### src/rtl/prbs7_gen64.sv
// PRBS7 (x^7+x^6+1) word generator, 64 bits per clock, with user-byte overlay and
// optional bit-error injection enabled by defining PRBS7_GEN_ERR_INJECT_EN.
module prbs7_gen64 #(
    parameter logic [6:0] DEFAULT_SEED = 7'h7F,
    parameter int         CNT_W        = 32
) (
    input  logic             clk,
    input  logic             reset,
    input  logic             dis,
    input  logic             reseed,
    input  logic [6:0]       seed,
    input  logic [15:0]      mask,
    input  logic [7:0]       user_data,
    input  logic             inject_err,
    input  logic [5:0]       err_bit_sel,
    input  logic [15:0]      err_period,
    output logic [63:0]      dout,
    output logic             dout_valid,
    output logic [CNT_W-1:0] word_count,
    output logic [15:0]      injected_count
);

    typedef enum logic [1:0] {
        S_IDLE = 2'd0,
        S_LOAD = 2'd1,
        S_RUN  = 2'd2,
        S_HOLD = 2'd3
    } state_t;

    // Bit i of the word is the i-th bit shifted out of the 7-bit LFSR.
    function automatic logic [63:0] prbs_word(input logic [6:0] l);
        logic [6:0]  c;
        logic        p;
        logic [63:0] w;
        c = l;
        w = 64'd0;
        for (int i = 0; i < 64; i++) begin
            p    = c[1] ^ c[0];
            w[i] = p;
            c    = {p, c[6:1]};
        end
        return w;
    endfunction

    function automatic logic [63:0] user_pattern(input logic [15:0] m, input logic [7:0] u);
        logic [63:0] spread;
        spread = 64'd0;
        for (int k = 0; k < 8; k++) begin
            spread[8*k+7] = u[k];
        end
        return {4{m}} & spread;
    endfunction

    state_t           state_q, state_d;
    logic [6:0]       lfsr_q, lfsr_d;
    logic [63:0]      dout_q, dout_d;
    logic             valid_q, valid_d;
    logic [CNT_W-1:0] wcnt_q, wcnt_d;
    logic             emit_s;
    logic [63:0]      err_pat_s;
    logic [63:0]      word_s;

    // FSM next-state decode; dis outranks reseed so a simultaneous reseed is dropped.
    always_comb begin
        state_d = state_q;
        emit_s  = 1'b0;
        case (state_q)
            S_IDLE: begin
                if (!dis) state_d = S_LOAD;
                else      state_d = S_IDLE;
            end
            S_LOAD: begin
                if (dis)         state_d = S_HOLD;
                else if (reseed) state_d = S_LOAD;
                else             state_d = S_RUN;
            end
            S_RUN: begin
                if (dis) begin
                    state_d = S_HOLD;
                end else if (reseed) begin
                    state_d = S_LOAD;
                end else begin
                    state_d = S_RUN;
                    emit_s  = 1'b1;
                end
            end
            S_HOLD: begin
                if (dis)         state_d = S_HOLD;
                else if (reseed) state_d = S_LOAD;
                else             state_d = S_RUN;
            end
            default: state_d = S_IDLE;
        endcase
    end

    assign word_s = prbs_word(lfsr_q) ^ user_pattern(mask, user_data) ^ err_pat_s;

    // Datapath next-state; the LFSR follows the word actually sent, overlay and errors included.
    always_comb begin
        lfsr_d  = lfsr_q;
        dout_d  = dout_q;
        valid_d = 1'b0;
        wcnt_d  = wcnt_q;
        if (state_q == S_LOAD) begin
            lfsr_d = (seed == 7'h00) ? DEFAULT_SEED : seed;
        end else if (emit_s) begin
            lfsr_d  = word_s[63:57];
            dout_d  = word_s;
            valid_d = 1'b1;
            wcnt_d  = wcnt_q + CNT_W'(1);
        end else begin
            lfsr_d = lfsr_q;
        end
    end

    // Main state and output registers.
    always_ff @(posedge clk) begin
        if (reset) begin
            state_q <= S_IDLE;
            lfsr_q  <= 7'd0;
            dout_q  <= 64'd0;
            valid_q <= 1'b0;
            wcnt_q  <= '0;
        end else begin
            state_q <= state_d;
            lfsr_q  <= lfsr_d;
            dout_q  <= dout_d;
            valid_q <= valid_d;
            wcnt_q  <= wcnt_d;
        end
    end

`ifdef PRBS7_GEN_ERR_INJECT_EN
    logic        pend_q, pend_d;
    logic [15:0] per_q, per_d;
    logic [15:0] inj_q, inj_d;
    logic [15:0] per_inc_s;
    logic        per_hit_s;
    logic        apply_s;

    // Pending and periodic sources merge into one flip per word.
    always_comb begin
        per_inc_s = (per_q >= err_period) ? 16'd1 : per_q + 16'd1;
        per_hit_s = emit_s && (err_period != 16'd0) && (per_inc_s == err_period);
        apply_s   = emit_s && (pend_q || per_hit_s);
        err_pat_s = apply_s ? (64'd1 << err_bit_sel) : 64'd0;
        pend_d    = pend_q ? !emit_s : inject_err;
        if (err_period == 16'd0) per_d = 16'd0;
        else if (emit_s)         per_d = per_inc_s;
        else                     per_d = per_q;
        if (apply_s && (inj_q != 16'hFFFF)) inj_d = inj_q + 16'd1;
        else                                inj_d = inj_q;
    end

    // Injection registers.
    always_ff @(posedge clk) begin
        if (reset) begin
            pend_q <= 1'b0;
            per_q  <= 16'd0;
            inj_q  <= 16'd0;
        end else begin
            pend_q <= pend_d;
            per_q  <= per_d;
            inj_q  <= inj_d;
        end
    end

    assign injected_count = inj_q;
`else
    logic unused_inj_s;
    assign unused_inj_s   = ^{inject_err, err_bit_sel, err_period};
    assign err_pat_s      = 64'd0;
    assign injected_count = 16'd0;
`endif

    assign dout       = dout_q;
    assign dout_valid = valid_q;
    assign word_count = wcnt_q;

endmodule

### config.mk
export PLATFORM = sky130hd
export DESIGN_NAME = prbs7_gen64
export DESIGN_NICKNAME = d
export VERILOG_FILES = /design/src/rtl/prbs7_gen64.sv
export SDC_FILE = /design/constraint.sdc
export NUM_CORES = 1
export LEC_CHECK = 0
export CAP_MARGIN = 10
export CELL_PAD_IN_SITES_DETAIL_PLACEMENT = 1
export CELL_PAD_IN_SITES_GLOBAL_PLACEMENT = 1
export CORE_MARGIN = 2
export CORE_UTILIZATION = 32
export DETAILED_ROUTE_END_ITERATION = 8
export PLACE_DENSITY_LB_ADDON = 0.1
export SYNTH_ARGS = -nofsm -noshare
export SYNTH_HDL_FRONTEND = slang
export SYNTH_SLANG_ARGS = --single-unit
### constraint.sdc
create_clock -name clk -period 2.8 [get_ports clk]
set_input_delay 0.56 -clock clk [delete_from_list [all_inputs] [get_ports clk]]
set_output_delay 0.56 -clock clk [all_outputs]
set_load 0.05 [all_outputs]
==> metrics.md <==
| Metric | Value |
|---|---|
| Yosys reg bits | `~110` |
| Vias in the first global route | `4519` |
| Post-Place Cells | `between 800 and 900` |
| Max Cap Viol | `0` |
| Synthesized area per cell | `just under 9 sq um` |
| Worst hold endpoint | `dout[30]` |
| Antenna diodes | `0` |
| Fin. max-slew vios | `0` |
| Clk pwr share | `0.353` |
| Worst reg-to-reg path cell count | `4` |
| Fill cell count | `~1800` |
| DIE HEIGHT | `~130 microns` |
| Worst vdd ir | `between 0.2 and 0.3 mV` |
| Worst hold path depth | `2` |
| Initial core utilization | `0.3242` |
| NetSw | `about 1.1 mW` |
| Int Power | `2.650 mW` |
| Layout Skew | `0.006966 ns` |
| Hold Path Class | `reg -> reg` |
| H-tree Lvls | `3` |
| Cts repair resizes | `0` |
| Wl on met1 | `~7300 microns` |
| Distinct cells, synth | `40` |
| CTS Sinks | `roughly 110` |
| Reg2Reg Capture Point | `dout[15]` |
| Endpoints failing hold | `0` |
| Gr usage total | `0.1800` |
| Core area | `approximately 16000 sq um` |
| Port Buffer Count | `between 100 and 150` |
| Initial antenna violation count | `0` |
| Clock transition at path regs | `~0.070 ns` |
| Leading area contributor after synthesis | `dfxtp_1` |
| CP Launch Type | `input pin` |
| WL met2 | `approximately 6900 microns` |
| Die Wd | `130.2 microns` |
| Non-filler cells, final | `907` |
| Final ANT Viol Nets | `0` |
| Footprint of the multi-input gates | `around 2700 sq um` |
| Via count | `about 4400` |
| Total Power | `~3.8 mW` |
| Post-DP HPWL | `just over 10000 microns` |
| Clk_lat worst skew | `about 0.35 ns` |
| Min cycle time layout | `about 2.4 ns` |
| Yosys warns | `0` |
| Final setup violation count | `0` |
| Reg2Reg Launch Point | `lfsr_q[2]` |
| TritonCTS buffer count | `9` |
| F_max | `about 420 MHz` |
| Status | `completed` |
| Critical path origin | `dis` |
| Gpl congestion | `around 0.73` |
| FF-to-FF setup slack | `between 0.7 and 0.8 ns` |
| TritonRoute pass-1 iters | `4` |
| CTS tree | `done` |
| Avg WL per Cell | `~16 microns` |
| Unrepaired setup endpoints after global routing | `false` |
| Synthesized area | `a little over 5000 sq um` |
| Hold path startpoint | `dout[30]` |
| Crit path DAT | `between 2 and 3 ns` |
| Relative slew slack | `0.4587` |
| Static leakage | `~2.3 nW` |
| Die ar. | `about 17000 sq um` |
| Residual DRC | `0` |
| Register area | `2122 sq um` |
| CP Capture Type | `flop` |
| # hold bufs at CTS | `0` |
| Postcts setup bufs | `0` |
| Iteration-0 DRC Markers | `between 150 and 200` |
| Vias per cell | `4.840` |
| Final setup TNS | `0 ns` |
| Req. time, crit path | `~3 ns` |
| Io pins | `approximately 170` |
| Critical path class | `in -> reg` |
| Met3 wire length | `around 580 microns` |
| Synth area leaders | `dfxtp_1, xnor2_1, nand2_1` |
| Uppermost layer routed | `met4` |
| Flop pwr share | `0.425` |
| Area share of the largest cell type after synthesis | `0.4166` |
| Total wire length | `14880 microns` |
| Combinational power share | `0.222` |
| PD cells | `between 500 and 600 nW/um^2` |
| Clock Path Buffers | `2` |
| Share of cells above drive strength 1 | `0.06368` |
| Sw frac | `0.2940` |
| Fin util | `0.4306` |
| Mapped Cells | `~600` |
| First-pass GRT wire length | `23670 microns` |
| Slew @ Worst Pin | `~0.8 ns` |
| # rows | `between 40 and 50` |
| Area growth, synth to finish | `32.84%` |
| Pin count of the biggest net entering global routing | `between 90 and 100` |
| Register area share after synthesis | `0.4166` |
| Crit Path Max Fanout | `14` |
| CTS root buf | `clkbuf_16` |
| Final #Nets | `between 700 and 800` |
| Final Cycle Share | `0.8406` |
| Global route overflow | `0` |
==> layout make-up <==
cell class | count | area share
clock buffers | 12 | 0.03791
multi-input cells | 431 | 0.4007
inverters | 2 | 0.001109
flip-flops and latches | 106 | 0.3136
repair buffers | 136 | 0.1993
well taps | 216 | 0.03994
clock inverters | 4 | 0.007396
==> cells in the final DEF (no fill, tap or decap), types with 2 or more instances in the layout <==
| cell type | Yosys | layout |
|---|---|---|
| inv_1 | 2 | 2 |
| a211oi_1 | 29 | 29 |
| xnor3_1 | 5 | 5 |
| nand4_1 | 13 | 13 |
| o21a_1 | 5 | 5 |
| nor2_1 | 63 | 63 |
| xor2_1 | 28 | 28 |
| xnor2_2 | 2 | 2 |
| buf_4 | 18 | 17 |
| or3_1 | 4 | 4 |
| o31ai_1 | 18 | 18 |
| dfxtp_1 | 106 | 106 |
| clkbuf_16 | 0 | 9 |
| and3_1 | 2 | 2 |
| nand3b_1 | 2 | 2 |
| a21oi_1 | 55 | 55 |
| nor2b_1 | 3 | 3 |
| clkinvlp_4 | 0 | 2 |
| o21ai_0 | 6 | 6 |
| clkdlybuf4s50_1 | 0 | 116 |
| xor2_2 | 2 | 2 |
| clkbuf_8 | 0 | 2 |
| buf_12 | 0 | 3 |
| nand3_1 | 10 | 10 |
| or4_1 | 19 | 19 |
| xnor2_1 | 38 | 38 |
| nand2_1 | 78 | 78 |
| nor3_1 | 12 | 12 |
| xor3_1 | 3 | 3 |
| and2_1 | 2 | 2 |
| conb_1 | 1 | 16 |
| and4_1 | 6 | 6 |
==> through the flow <==
step,hold slack (ns),worst slack [ns],area (sq um)
floorplan,0.5575,0.6666,5150
global placement,0.4450,0.1301,6460
detailed placement,0.4511,0.03922,6460
CTS,0.4608,0.4178,6766
global route,0.4748,0.2536,6766
finish,0.4516,0.4462,6766
==> power groups by stage <==
stage	clock (mW)	combinational [mW]	sequential (mW)
6_report	1.32	0.835	1.60
5_1_grt	1.43	0.910	1.60
4_1_cts	1.36	0.848	1.60
3_5_place_dp	0	0.846	1.63
3_3_place_gp	0	0.838	1.63
2_1_floorplan	0	0.595	1.67
==> routing by layer <==
metal	GRT usage	vias to the layer above
met5	0	-
met4	0.05503	0
met3	0.03116	13
met2	0.2904	79
met1	0.2466	2104
li1	-	2194
==> registers in the layout, summed over array words and instances (netlist names) <==
signal / flops
word_count: 32
state_q: 2
dout_valid: 1
lfsr_q: 7
dout: 64
==> cell families (layout without fill, tap and decap cells) <==
kind of cell | count (synthesis) | count (layout) | share of synthesized area
buffers and inverters | 64 | 154 | 0.06215
xor gates and xnor gates | 79 | 79 | 0.1678
adders and majority gates | 1 | 1 | 0.002456
DFF | 106 | 106 | 0.4166
AOI/OAI and AO/OA | 116 | 116 | 0.1425
and+or+nand+nor | 219 | 219 | 0.2078
other | 1 | 16 | 0.0007362
==> cells in the mapped netlist <==
cell	n
clkbuf_1	31
nand3b_1	2
nand2b_1	1
ha_1	1
or4_1	19
xnor2_2	2
a211oi_1	29
or3_1	4
conb_1	1
o211ai_1	1
and2_0	1
xor3_1	3
or4b_2	1
and4_1	6
inv_1	2
nor4_2	1
nor4b_4	1
nor2_1	63
a31oi_1	1
buf_1	6
buf_4	18
o21a_1	5
xor2_1	28
buf_2	7
o21ai_0	6
and3_1	2
nand3_1	10
a21oi_1	55
and2_1	2
xor2_4	1
nor2b_1	3
dfxtp_1	106
xnor2_1	38
xor2_2	2
nand4_1	13
o31ai_1	18
nand2_1	78
o41ai_2	1
nor3_1	12
xnor3_1	5
==> critical path, stage by stage <==
cell	delay [ns]
clkdlybuf4s50_1	0.51
nor4b_4	0.48
nand4_1	0.21
buf_4	0.23
or4_1	0.48
a21oi_1	0.16
==> how the worst max path moves through the flow <==
stage	end	slack [ns]	cells after the start
after floorplan	word_count[24]	0.67	5
after global placement	word_count[25]	0.13	6
after detailed placement	word_count[28]	0.04	6
after CTS	word_count[28]	0.42	6
after global routing	word_count[15]	0.25	6
final	word_count[28]	0.45	6
Power figures use the tool's default switching activity.
